--- src/rtl/baser_257b_pkg.sv ---
// Shared constants, state/phase encodings and block builders
// for the 256b/257b traffic sequencer.
package baser_257b_pkg;

    localparam int DATA_WIDTH    = 64;
    localparam int TC_DATA_WIDTH = 4 * DATA_WIDTH;
    localparam int SH_WIDTH      = 1;
    localparam int TC_WIDTH      = TC_DATA_WIDTH + SH_WIDTH;

    localparam logic [7:0] DATA_CHAR_PATTERN = 8'hAA;
    localparam logic [7:0] CTRL_CHAR_PATTERN = 8'h55;

    typedef enum logic [2:0] {
        S_IDLE,
        S_DATA,
        S_CTRL,
        S_INV,
        S_DRAIN,
        S_CHECK
    } seq_state_t;

    localparam logic [1:0] PH_DATA = 2'd0;
    localparam logic [1:0] PH_CTRL = 2'd1;
    localparam logic [1:0] PH_INV  = 2'd2;
    localparam logic [1:0] PH_NONE = 2'd3;

    function automatic logic [TC_WIDTH-1:0] mk_data_block(
        input logic [7:0] dp
    );
        return {{32{dp}}, 1'b1};
    endfunction

    // Block-type nibble 4'b1110 marks a control block
    function automatic logic [TC_WIDTH-1:0] mk_ctrl_block(
        input logic [7:0] dp,
        input logic [7:0] cp
    );
        logic [63:0] c;
        c = {8{cp}};
        return {{24{dp}}, c[59:0], 4'b1110, 1'b0};
    endfunction

    function automatic logic [TC_WIDTH-1:0] mk_inv_block(
        input logic [7:0] dp
    );
        logic [255:0] d;
        d = {32{dp}};
        return {d[251:0], 4'b1111, 1'b0};
    endfunction

endpackage

--- src/rtl/baser_257b_traffic_sequencer_count_compare.sv ---
// Captures checker counter baselines at start and checks the
// modular deltas against the programmed block counts.
module baser_257b_count_compare (
    input  logic        clk,
    input  logic        i_rst_n,
    input  logic        i_capture,
    input  logic [31:0] i_cur_block,
    input  logic [31:0] i_cur_data,
    input  logic [31:0] i_cur_ctrl,
    input  logic [31:0] i_cur_inv,
    input  logic [31:0] i_exp_block,
    input  logic [31:0] i_exp_data,
    input  logic [31:0] i_exp_ctrl,
    input  logic [31:0] i_exp_inv,
    output logic        o_match
);

    logic [31:0] r_base_block;
    logic [31:0] r_base_data;
    logic [31:0] r_base_ctrl;
    logic [31:0] r_base_inv;

    logic [31:0] w_d_block;
    logic [31:0] w_d_data;
    logic [31:0] w_d_ctrl;
    logic [31:0] w_d_inv;

    always_ff @(posedge clk or negedge i_rst_n) begin
        if (!i_rst_n) begin
            r_base_block <= '0;
            r_base_data  <= '0;
            r_base_ctrl  <= '0;
            r_base_inv   <= '0;
        end else if (i_capture) begin
            r_base_block <= i_cur_block;
            r_base_data  <= i_cur_data;
            r_base_ctrl  <= i_cur_ctrl;
            r_base_inv   <= i_cur_inv;
        end
    end

    // 32-bit subtraction wraps, so counter rollover mid-run is harmless
    assign w_d_block = i_cur_block - r_base_block;
    assign w_d_data  = i_cur_data  - r_base_data;
    assign w_d_ctrl  = i_cur_ctrl  - r_base_ctrl;
    assign w_d_inv   = i_cur_inv   - r_base_inv;

    assign o_match = (w_d_block == i_exp_block) &&
                     (w_d_data  == i_exp_data)  &&
                     (w_d_ctrl  == i_exp_ctrl)  &&
                     (w_d_inv   == i_exp_inv);

endmodule

--- src/rtl/baser_257b_traffic_sequencer.sv ---
// Emits a data/ctrl/invalid burst of 257b transcoded blocks and
// verifies the downstream checker counted each class correctly.
module baser_257b_traffic_sequencer
    import baser_257b_pkg::*;
#(
    parameter logic [7:0] P_DATA_CHAR = DATA_CHAR_PATTERN,
    parameter logic [7:0] P_CTRL_CHAR = CTRL_CHAR_PATTERN,
    parameter int         CNT_WIDTH   = 16,
    parameter int         CHK_LATENCY = 2
) (
    input  logic                 clk,
    input  logic                 i_rst_n,
    input  logic                 i_start,
    input  logic [CNT_WIDTH-1:0] i_n_data,
    input  logic [CNT_WIDTH-1:0] i_n_ctrl,
    input  logic [CNT_WIDTH-1:0] i_n_inv,
    input  logic                 i_ready,
    input  logic [31:0]          i_chk_block_count,
    input  logic [31:0]          i_chk_data_count,
    input  logic [31:0]          i_chk_ctrl_count,
    input  logic [31:0]          i_chk_inv_count,
    output logic [TC_WIDTH-1:0]  o_tx_coded,
    output logic                 o_valid,
    output logic                 o_busy,
    output logic [1:0]           o_phase,
    output logic                 o_done,
    output logic                 o_pass,
    output logic                 o_fail
);

    seq_state_t r_state;
    seq_state_t w_state_nx;

    logic [CNT_WIDTH-1:0] r_n_data;
    logic [CNT_WIDTH-1:0] r_n_ctrl;
    logic [CNT_WIDTH-1:0] r_n_inv;
    logic [CNT_WIDTH-1:0] r_rem_data;
    logic [CNT_WIDTH-1:0] r_rem_ctrl;
    logic [CNT_WIDTH-1:0] r_rem_inv;
    logic [7:0]           r_drain_cnt;
    logic                 r_pass;
    logic                 r_fail;

    logic                 w_start;
    logic                 w_xfer;
    logic                 w_match;
    logic [CNT_WIDTH+1:0] w_sum;

    assign w_start = (r_state == S_IDLE) && i_start;
    assign w_xfer  = o_valid && i_ready;
    assign w_sum   = (CNT_WIDTH+2)'(r_n_data)
                   + (CNT_WIDTH+2)'(r_n_ctrl)
                   + (CNT_WIDTH+2)'(r_n_inv);

    always_comb begin
        w_state_nx = r_state;
        unique case (r_state)
            S_IDLE: begin
                if (i_start) begin
                    if (i_n_data != '0)      w_state_nx = S_DATA;
                    else if (i_n_ctrl != '0) w_state_nx = S_CTRL;
                    else if (i_n_inv != '0)  w_state_nx = S_INV;
                    else                     w_state_nx = S_DRAIN;
                end
            end
            S_DATA: begin
                if (w_xfer && r_rem_data == CNT_WIDTH'(1)) begin
                    if (r_n_ctrl != '0)     w_state_nx = S_CTRL;
                    else if (r_n_inv != '0) w_state_nx = S_INV;
                    else                    w_state_nx = S_DRAIN;
                end
            end
            S_CTRL: begin
                if (w_xfer && r_rem_ctrl == CNT_WIDTH'(1)) begin
                    if (r_n_inv != '0) w_state_nx = S_INV;
                    else               w_state_nx = S_DRAIN;
                end
            end
            S_INV: begin
                if (w_xfer && r_rem_inv == CNT_WIDTH'(1))
                    w_state_nx = S_DRAIN;
            end
            S_DRAIN: begin
                if (r_drain_cnt == 8'(CHK_LATENCY - 1))
                    w_state_nx = S_CHECK;
            end
            S_CHECK: w_state_nx = S_IDLE;
            default: w_state_nx = S_IDLE;
        endcase
    end

    always_ff @(posedge clk or negedge i_rst_n) begin
        if (!i_rst_n) begin
            r_state <= S_IDLE;
        end else begin
            r_state <= w_state_nx;
        end
    end

    always_ff @(posedge clk or negedge i_rst_n) begin
        if (!i_rst_n) begin
            r_n_data   <= '0;
            r_n_ctrl   <= '0;
            r_n_inv    <= '0;
            r_rem_data <= '0;
            r_rem_ctrl <= '0;
            r_rem_inv  <= '0;
        end else if (w_start) begin
            r_n_data   <= i_n_data;
            r_n_ctrl   <= i_n_ctrl;
            r_n_inv    <= i_n_inv;
            r_rem_data <= i_n_data;
            r_rem_ctrl <= i_n_ctrl;
            r_rem_inv  <= i_n_inv;
        end else if (w_xfer) begin
            if (r_state == S_DATA) r_rem_data <= r_rem_data - 1'b1;
            if (r_state == S_CTRL) r_rem_ctrl <= r_rem_ctrl - 1'b1;
            if (r_state == S_INV)  r_rem_inv  <= r_rem_inv - 1'b1;
        end
    end

    always_ff @(posedge clk or negedge i_rst_n) begin
        if (!i_rst_n) begin
            r_drain_cnt <= '0;
        end else if (r_state == S_DRAIN) begin
            r_drain_cnt <= r_drain_cnt + 1'b1;
        end else begin
            r_drain_cnt <= '0;
        end
    end

    always_ff @(posedge clk or negedge i_rst_n) begin
        if (!i_rst_n) begin
            r_pass <= 1'b0;
            r_fail <= 1'b0;
        end else if (w_start) begin
            r_pass <= 1'b0;
            r_fail <= 1'b0;
        end else if (r_state == S_CHECK) begin
            r_pass <= w_match;
            r_fail <= !w_match;
        end
    end

    baser_257b_count_compare u_cmp (
        .clk         (clk),
        .i_rst_n     (i_rst_n),
        .i_capture   (w_start),
        .i_cur_block (i_chk_block_count),
        .i_cur_data  (i_chk_data_count),
        .i_cur_ctrl  (i_chk_ctrl_count),
        .i_cur_inv   (i_chk_inv_count),
        .i_exp_block (32'(w_sum)),
        .i_exp_data  (32'(r_n_data)),
        .i_exp_ctrl  (32'(r_n_ctrl)),
        .i_exp_inv   (32'(r_n_inv)),
        .o_match     (w_match)
    );

    always_comb begin
        o_tx_coded = mk_data_block(P_DATA_CHAR);
        o_phase    = PH_NONE;
        unique case (r_state)
            S_DATA: begin
                o_phase = PH_DATA;
            end
            S_CTRL: begin
                o_tx_coded = mk_ctrl_block(P_DATA_CHAR, P_CTRL_CHAR);
                o_phase    = PH_CTRL;
            end
            S_INV: begin
                o_tx_coded = mk_inv_block(P_DATA_CHAR);
                o_phase    = PH_INV;
            end
            default: begin
                o_phase = PH_NONE;
            end
        endcase
    end

    assign o_valid = (r_state == S_DATA) || (r_state == S_CTRL) ||
                     (r_state == S_INV);
    assign o_busy  = (r_state != S_IDLE);
    assign o_done  = (r_state == S_CHECK);
    // Result is visible during the CHECK cycle, then held in registers
    assign o_pass  = (r_state == S_CHECK) ? w_match  : r_pass;
    assign o_fail  = (r_state == S_CHECK) ? !w_match : r_fail;

endmodule

--- config.mk ---
export PLATFORM = sky130hd
export DESIGN_NAME = baser_257b_traffic_sequencer
export DESIGN_NICKNAME = d
export VERILOG_FILES = /design/src/rtl/baser_257b_pkg.sv /design/src/rtl/baser_257b_traffic_sequencer_count_compare.sv /design/src/rtl/baser_257b_traffic_sequencer.sv
export SDC_FILE = /design/constraint.sdc
export NUM_CORES = 1
export LEC_CHECK = 0
export CORE_MARGIN = 4
export CORE_UTILIZATION = 40
export CTS_CLUSTER_SIZE = 14
export DETAILED_ROUTE_END_ITERATION = 16
export DONT_BUFFER_PORTS = 1
export GPL_TIMING_DRIVEN = 0
export PLACE_DENSITY = 0.5
export SLEW_MARGIN = 20
export SYNTH_ARGS = -nofsm -noshare
export SYNTH_HDL_FRONTEND = slang
export SYNTH_SLANG_ARGS = --single-unit
--- constraint.sdc ---
create_clock -name clk -period 10.2 [get_ports clk]
set_input_delay 2.04 -clock clk [delete_from_list [all_inputs] [get_ports clk]]
set_output_delay 2.04 -clock clk [all_outputs]
set_load 0.02 [all_outputs]
==> results of run 1 <==
-- sequential cells by signal (all words and copies together) (netlist names), 32 cells and up --
signal and cells:
u_cmp.r_base_block 32, u_cmp.r_base_ctrl 32, u_cmp.r_base_data 32, u_cmp.r_base_inv 32
-- layout make-up --
cell class,count,area (µm²),area share (%)
multi-input combinational,2131,13200,54.9
antenna,1,2.50,0.0104
inverter,174,653,2.73
clock buffer,39,846,3.53
tap,688,861,3.59
clock inverter,19,277,1.15
sequential,237,5930,24.8
buffer,340,2230,9.29
-- stage by stage --
stage	power, mW	util [%]
finish	9.67	45.6
global route	10.4	45.6
CTS	9.64	45.6
detailed placement	8.36	43.4
global placement	8.33	43.4
floorplan	6.26	-
-- worst min-delay path: cells and delay by family, from the launching register on --
family             cells  cell delay [ns]
DFF                    1             0.35
AOI/OAI and AO/OA      1             0.06
and+or+nand+nor        1             0.05
-- layer usage --
layer / up-vias / part of all wire (%)
met3: 94 / 5.9
met5: - / 0
li1: 9502 / -
met2: 630 / 48
met4: 0 / 2.7
met1: 9417 / 44
-- power breakdown --
part / internal [mW] / leakage [nW] / switching [mW]
sequential: 1.37 / 2.95 / 0.395
combinational: 2.38 / 7.48 / 4.31
clock: 0.740 / 0.544 / 0.480
-- worst min-delay path by stage --
stage / start / endpoint / slack [ns] / cells after the start
floorplan: r_rem_ctrl[9]$_DFFE_PN0P_ / r_rem_ctrl[9]$_DFFE_PN0P_ / 0.45 / 2
global placement: u_cmp.r_base_data[0]$_DFFE_PN0P_ / u_cmp.r_base_data[0]$_DFFE_PN0P_ / 0.47 / 2
detailed placement: u_cmp.r_base_data[0]$_DFFE_PN0P_ / u_cmp.r_base_data[0]$_DFFE_PN0P_ / 0.48 / 2
CTS: u_cmp.r_base_data[0]$_DFFE_PN0P_ / u_cmp.r_base_data[0]$_DFFE_PN0P_ / 0.50 / 2
global route: u_cmp.r_base_data[0]$_DFFE_PN0P_ / u_cmp.r_base_data[0]$_DFFE_PN0P_ / 0.51 / 2
finish: u_cmp.r_base_data[0]$_DFFE_PN0P_ / u_cmp.r_base_data[0]$_DFFE_PN0P_ / 0.49 / 2
-- cell usage in the layout (no fill, tap or decap), types with 9 or more instances in the layout --
master / n
a211oi_1: 20
a21o_1: 36
a21oi_1: 150
a31oi_1: 25
and2_1: 12
and3_1: 14
buf_4: 252
clkbuf_1: 86
clkbuf_16: 31
conb_1: 194
dfrtp_1: 237
fa_1: 21
ha_1: 147
inv_1: 174
mux2i_1: 9
nand2_1: 445
nand2b_1: 20
nand3_1: 64
nand4_1: 48
nor2_1: 119
nor2b_1: 14
nor3_1: 51
nor4_1: 43
o2111ai_1: 9
o211ai_1: 50
o21a_1: 26
o21ai_0: 234
o21bai_1: 9
o22ai_1: 10
o311ai_0: 23
o31ai_1: 15
or3_1: 17
or4_1: 16
xnor2_1: 105
xor2_1: 50
-- kinds of logic (layout without fill, tap and decap cells) --
kind of cell    count (synthesis)  count (layout)  synth area share, %
simple gates                  907             907                 19.9
compound gates                693             693                 20.7
buf+inv                       514             572                 13.5
flops                         237             237                 27.9
fa+ha+maj                     168             168                 10.6
xor+xnor                      159             159                 6.82
mux                            10              10                0.477
other cells                     2             195               0.0354
==> metrics.cfg, run 1 <==
[outcome]
status = complete, no violations

[synth]
synthMostInstantiatedCell = nand2_1
synth_edf_count = 0
yosysTopAreaCellShare_pct = 27.9
yosys-top-cells-count = nand2_1, buf_4, dfrtp_1
ys_types = 78
netlist_area_um2 = 21200
syn_inst = 2690
synth-async-reset-ratio_pct = 100
ys_ff_latch = 237
syn_avg_cell_area_um2 = 7.89
ys_seq_area_share_pct = 27.9
synth.area.top_cells = dfrtp_1, buf_4, ha_1
synth_ff_type = dfrtp_1
yosysTopAreaCell = dfrtp_1
yosys_warnings = 0

[detailed_routing]
via_count = 19600
wirelength_um = 79400
viasPerCell = 5.41
drc = 0
ant_nets = 0
dr.first_iter.drc_count = 1500
wl_per_cell_um = 21.9
firstDrtPassIters = 6

[global_route]
grt_pass1_vias = 18500
busiest_layer = met2
grt_pass1_wl_um = 116000
use_met1_pct = 35.8
antenna_found_initial = 0
use_met3_pct = 4.24
met2_usage_pct = 44.8
grt_max_degree = 238
overflow = 0
track_usage_pct = 26.5

[critical_path]
path_depth = 14
cp_max_fo = 5
start_kind = primary input
cp_slowest_cell = nor4_1
critPathCapture = o_fail
crit_buf_inv = 1
r2r_start = r_n_ctrl[1]$_DFFE_PN0P_
reg2reg_depth = 17
crit_chain = inv_1 -> ha_1 -> fa_1 -> nor2b_4 -> o31a_1 -> o21ai_1 -> a21oi_1 -> a21oi_1 -> o211a_1 -> nor4_1 -> nand4_1 -> or4_1 -> or4_4 -> nor2b_1
cpPeakStageDelay_ns = 0.75
crit_family = simple AND/OR/NAND/NOR gates
cp_data_arrival_time_ns = 6.58
cp.required_ns = 8.16
r2r_slack_ns = 4.80
end_kind = primary output
timing.critical_path.mode_cell = a21oi_1
startpoint = i_chk_block_count[0]
r2r_end = r_fail$_DFF_PN0_
crit_type = in -> out

[job]
drv_cap = 0

[sta]
finalHoldViolCount = 0
worstMarginPinSlew_ns = 1.06
finalSetupTns_ns = 0
setup_ws_ns = 1.58
hold_slack_ns = 0.491
finalCritPeriodShare_pct = 84.5
final_max_slew_viol_count = 0
layout_min_cycle_time_ns = 8.62
setup_violations = 0
skew_ns = 0.0132
rsz0062_at_grt = false
slew_headroom_pct = 29.3
clock.fmax_mhz = 116

[die]
dieArea_um2 = 56800
die_width_um = 238
ios = 444
start_util_pct = 40.4
coreArea_um2 = 52600
rows = 84
chipHeight_um = 238

[cts]
root_buffer = clkbuf_16
clock_latency_ns = 0.62
cts_resized = 0
cts.path.max_buffers = 3
cts_tree = done
holdBufCountCts = 0
cts_buffers = 31
post_cts_buffers = 0
htreeDepth = 1
path_clk_slew_ns = 0.06
clkSinkCount = 237

[finish]
stdcell_area_um2 = 24000
nFillCells = 5335
nets = 3263
area_growth_syn_to_layout_pct = 12.9
drive_above_1_share_pct = 11.6
final_cell_count_no_fill = 3629

[pwr]
p_leak_nw = 11.0
peakVddDrop_v = 0.000204
p_per_area_nw_per_um2 = 404

[placed_design]
io_buffer_count = 0
place.gp.congestion = 0.949
dp.cells = 3570
post_dp_cell_area_um2 = 22800
pre_cts_ws_ns = 1.61
dpl.hpwl_um = 65500

[min_path]
hp-class = reg -> reg

Note: power is estimated with default switching activity, not from simulation.
==> run 2: changes to the inputs <==
--- a/config.mk
+++ b/config.mk
@@ -11,7 +11,7 @@
 export DETAILED_ROUTE_END_ITERATION = 16
 export DONT_BUFFER_PORTS = 1
 export GPL_TIMING_DRIVEN = 0
-export PLACE_DENSITY = 0.5
+export PLACE_DENSITY = 0.52
 export SLEW_MARGIN = 20
 export SYNTH_ARGS = -nofsm -noshare
 export SYNTH_HDL_FRONTEND = slang
==> constraint.sdc (replaced) <==
create_clock -name clk -period 7.9 [get_ports clk]
set_input_delay 1.58 -clock clk [delete_from_list [all_inputs] [get_ports clk]]
set_output_delay 1.58 -clock clk [all_outputs]
set_load 0.02 [all_outputs]
==> metrics.cfg, run 2 (synthesis results as in run 1) <==
[outcome]
status = complete, no violations

[placed_design]
post_dp_cell_area_um2 = 22800
dpl.hpwl_um = 65400
place.gp.congestion = 0.963
io_buffer_count = 0

[critical_path]
cp.required_ns = 6.32
start_kind = register
cp_data_arrival_time_ns = 6.15
crit_type = reg -> out
cp_max_fo = 4
end_kind = primary output

[cts]
root_buffer = clkbuf_16
clkSinkCount = 237
cts_resized = 0
path_clk_slew_ns = 0.06
clock_latency_ns = 0.63
cts_tree = done
post_cts_buffers = 0
holdBufCountCts = 0
htreeDepth = 1
cts.path.max_buffers = 3
cts_buffers = 30

[finish]
multiInputGateArea_um2 = 13200
nFillCells = 5392
regArea_um2 = 5930
nets = 3262
mostFrequentLayoutCells = nand2_1, buf_4, dfrtp_1
post-route-util_pct = 45.6
layout_commonest_cell = nand2_1
stdcell_area_um2 = 23900
antenna_cells = 0
drive_above_1_share_pct = 11.6
area_growth_syn_to_layout_pct = 12.8

[die]
chipHeight_um = 238
rows = 84
dieArea_um2 = 56800
die_width_um = 238
coreArea_um2 = 52600
start_util_pct = 40.4
ios = 444

[sta]
worstMarginPinSlew_ns = 1.10
final_max_slew_viol_count = 0
slew_headroom_pct = 26.7
finalHoldViolCount = 0
skew_ns = 0.0444
finalCritPeriodShare_pct = 97.8
hold_slack_ns = 0.489
clock.fmax_mhz = 129
finalSetupTns_ns = 0
setup_violations = 0
layout_min_cycle_time_ns = 7.73
rsz0062_at_grt = false

[global_route]
grt_pass1_wl_um = 118000
grt_pass1_vias = 18700
track_usage_pct = 26.6
grt_max_degree = 238
antenna_found_initial = 1
overflow = 0

[pwr]
peakVddDrop_v = 0.000308
p_total_mw = 12.5
p_leak_nw = 11.0
p_per_area_nw_per_um2 = 520

[detailed_routing]
via_count = 19700
dr.first_iter.drc_count = 1482
drc = 0
viasPerCell = 5.43
ant_nets = 0
firstDrtPassIters = 5
wl_per_cell_um = 21.8
wirelength_um = 79100

[job]
drv_cap = 0

[min_path]
hp-class = reg -> reg

run 2: path summary, 6_finish.rpt:
path	slack, ns	endpoint	cells after the start	startpoint
worst max-delay path	0.17	o_fail	17	r_n_ctrl[1]$_DFFE_PN0P_
worst min-delay path	0.49	u_cmp.r_base_inv[0]$_DFFE_PN0P_	2	u_cmp.r_base_inv[0]$_DFFE_PN0P_
worst max register to register	2.31	r_fail$_DFF_PN0_	17	r_n_ctrl[1]$_DFFE_PN0P_
worst min register to register	0.49	u_cmp.r_base_inv[0]$_DFFE_PN0P_	2	u_cmp.r_base_inv[0]$_DFFE_PN0P_
max in group asynchronous	6.50	u_cmp.r_base_block[8]$_DFFE_PN0P_	0	i_rst_n
min in group asynchronous	0.65	u_cmp.r_base_block[17]$_DFFE_PN0P_	0	i_rst_n
run 2: critical path: stages, from the launching register on:
cell	delay, ns
dfrtp_1	0.41
inv_1	0.16
fa_1	0.44
inv_1	0.07
ha_1	0.22
inv_1	0.08
fa_1	0.45
nand2b_1	0.16
a21oi_1	0.24
a31oi_1	0.21
o21ai_0	0.40
xnor3_1	0.48
nor3_1	0.60
nand4_1	0.26
a2111oi_2	0.29
nand4_1	0.15
or4_4	0.63
nor2b_1	0.24
run 2: layout make-up:
type	instances	share of cell area, %
clock buffers	40	3.63
plain buffers	340	9.30
well taps	688	3.59
inverters	174	2.73
multi-input cells	2131	55.0
flip-flops and latches	237	24.8
clock inverters	16	1.01
run 2: per-layer routing:
metal	share of wire [%]	track usage (%)
met1	44	36.6
met2	47	44.5
met3	6.3	4.40
met5	0	0
met4	2.3	5.31
run 2: through the flow:
stage / std cells / worst slack (ns)
after floorplan: 2882 / 1.46
after global placement: 3570 / 0.306
after detailed placement: 3570 / 0.355
after CTS: 3626 / 0.192
after global routing: 3626 / 0.0120
final: 3626 / 0.174
run 2: power breakdown:
part | internal (mW) | total (mW) | switching, mW | leakage [nW]
Sequential | 1.77 | 2.28 | 0.503 | 2.95
Combinational | 3.07 | 8.64 | 5.58 | 7.48
Clock | 0.935 | 1.54 | 0.606 | 0.540
Total | 5.77 | 12.5 | 6.69 | 11.0
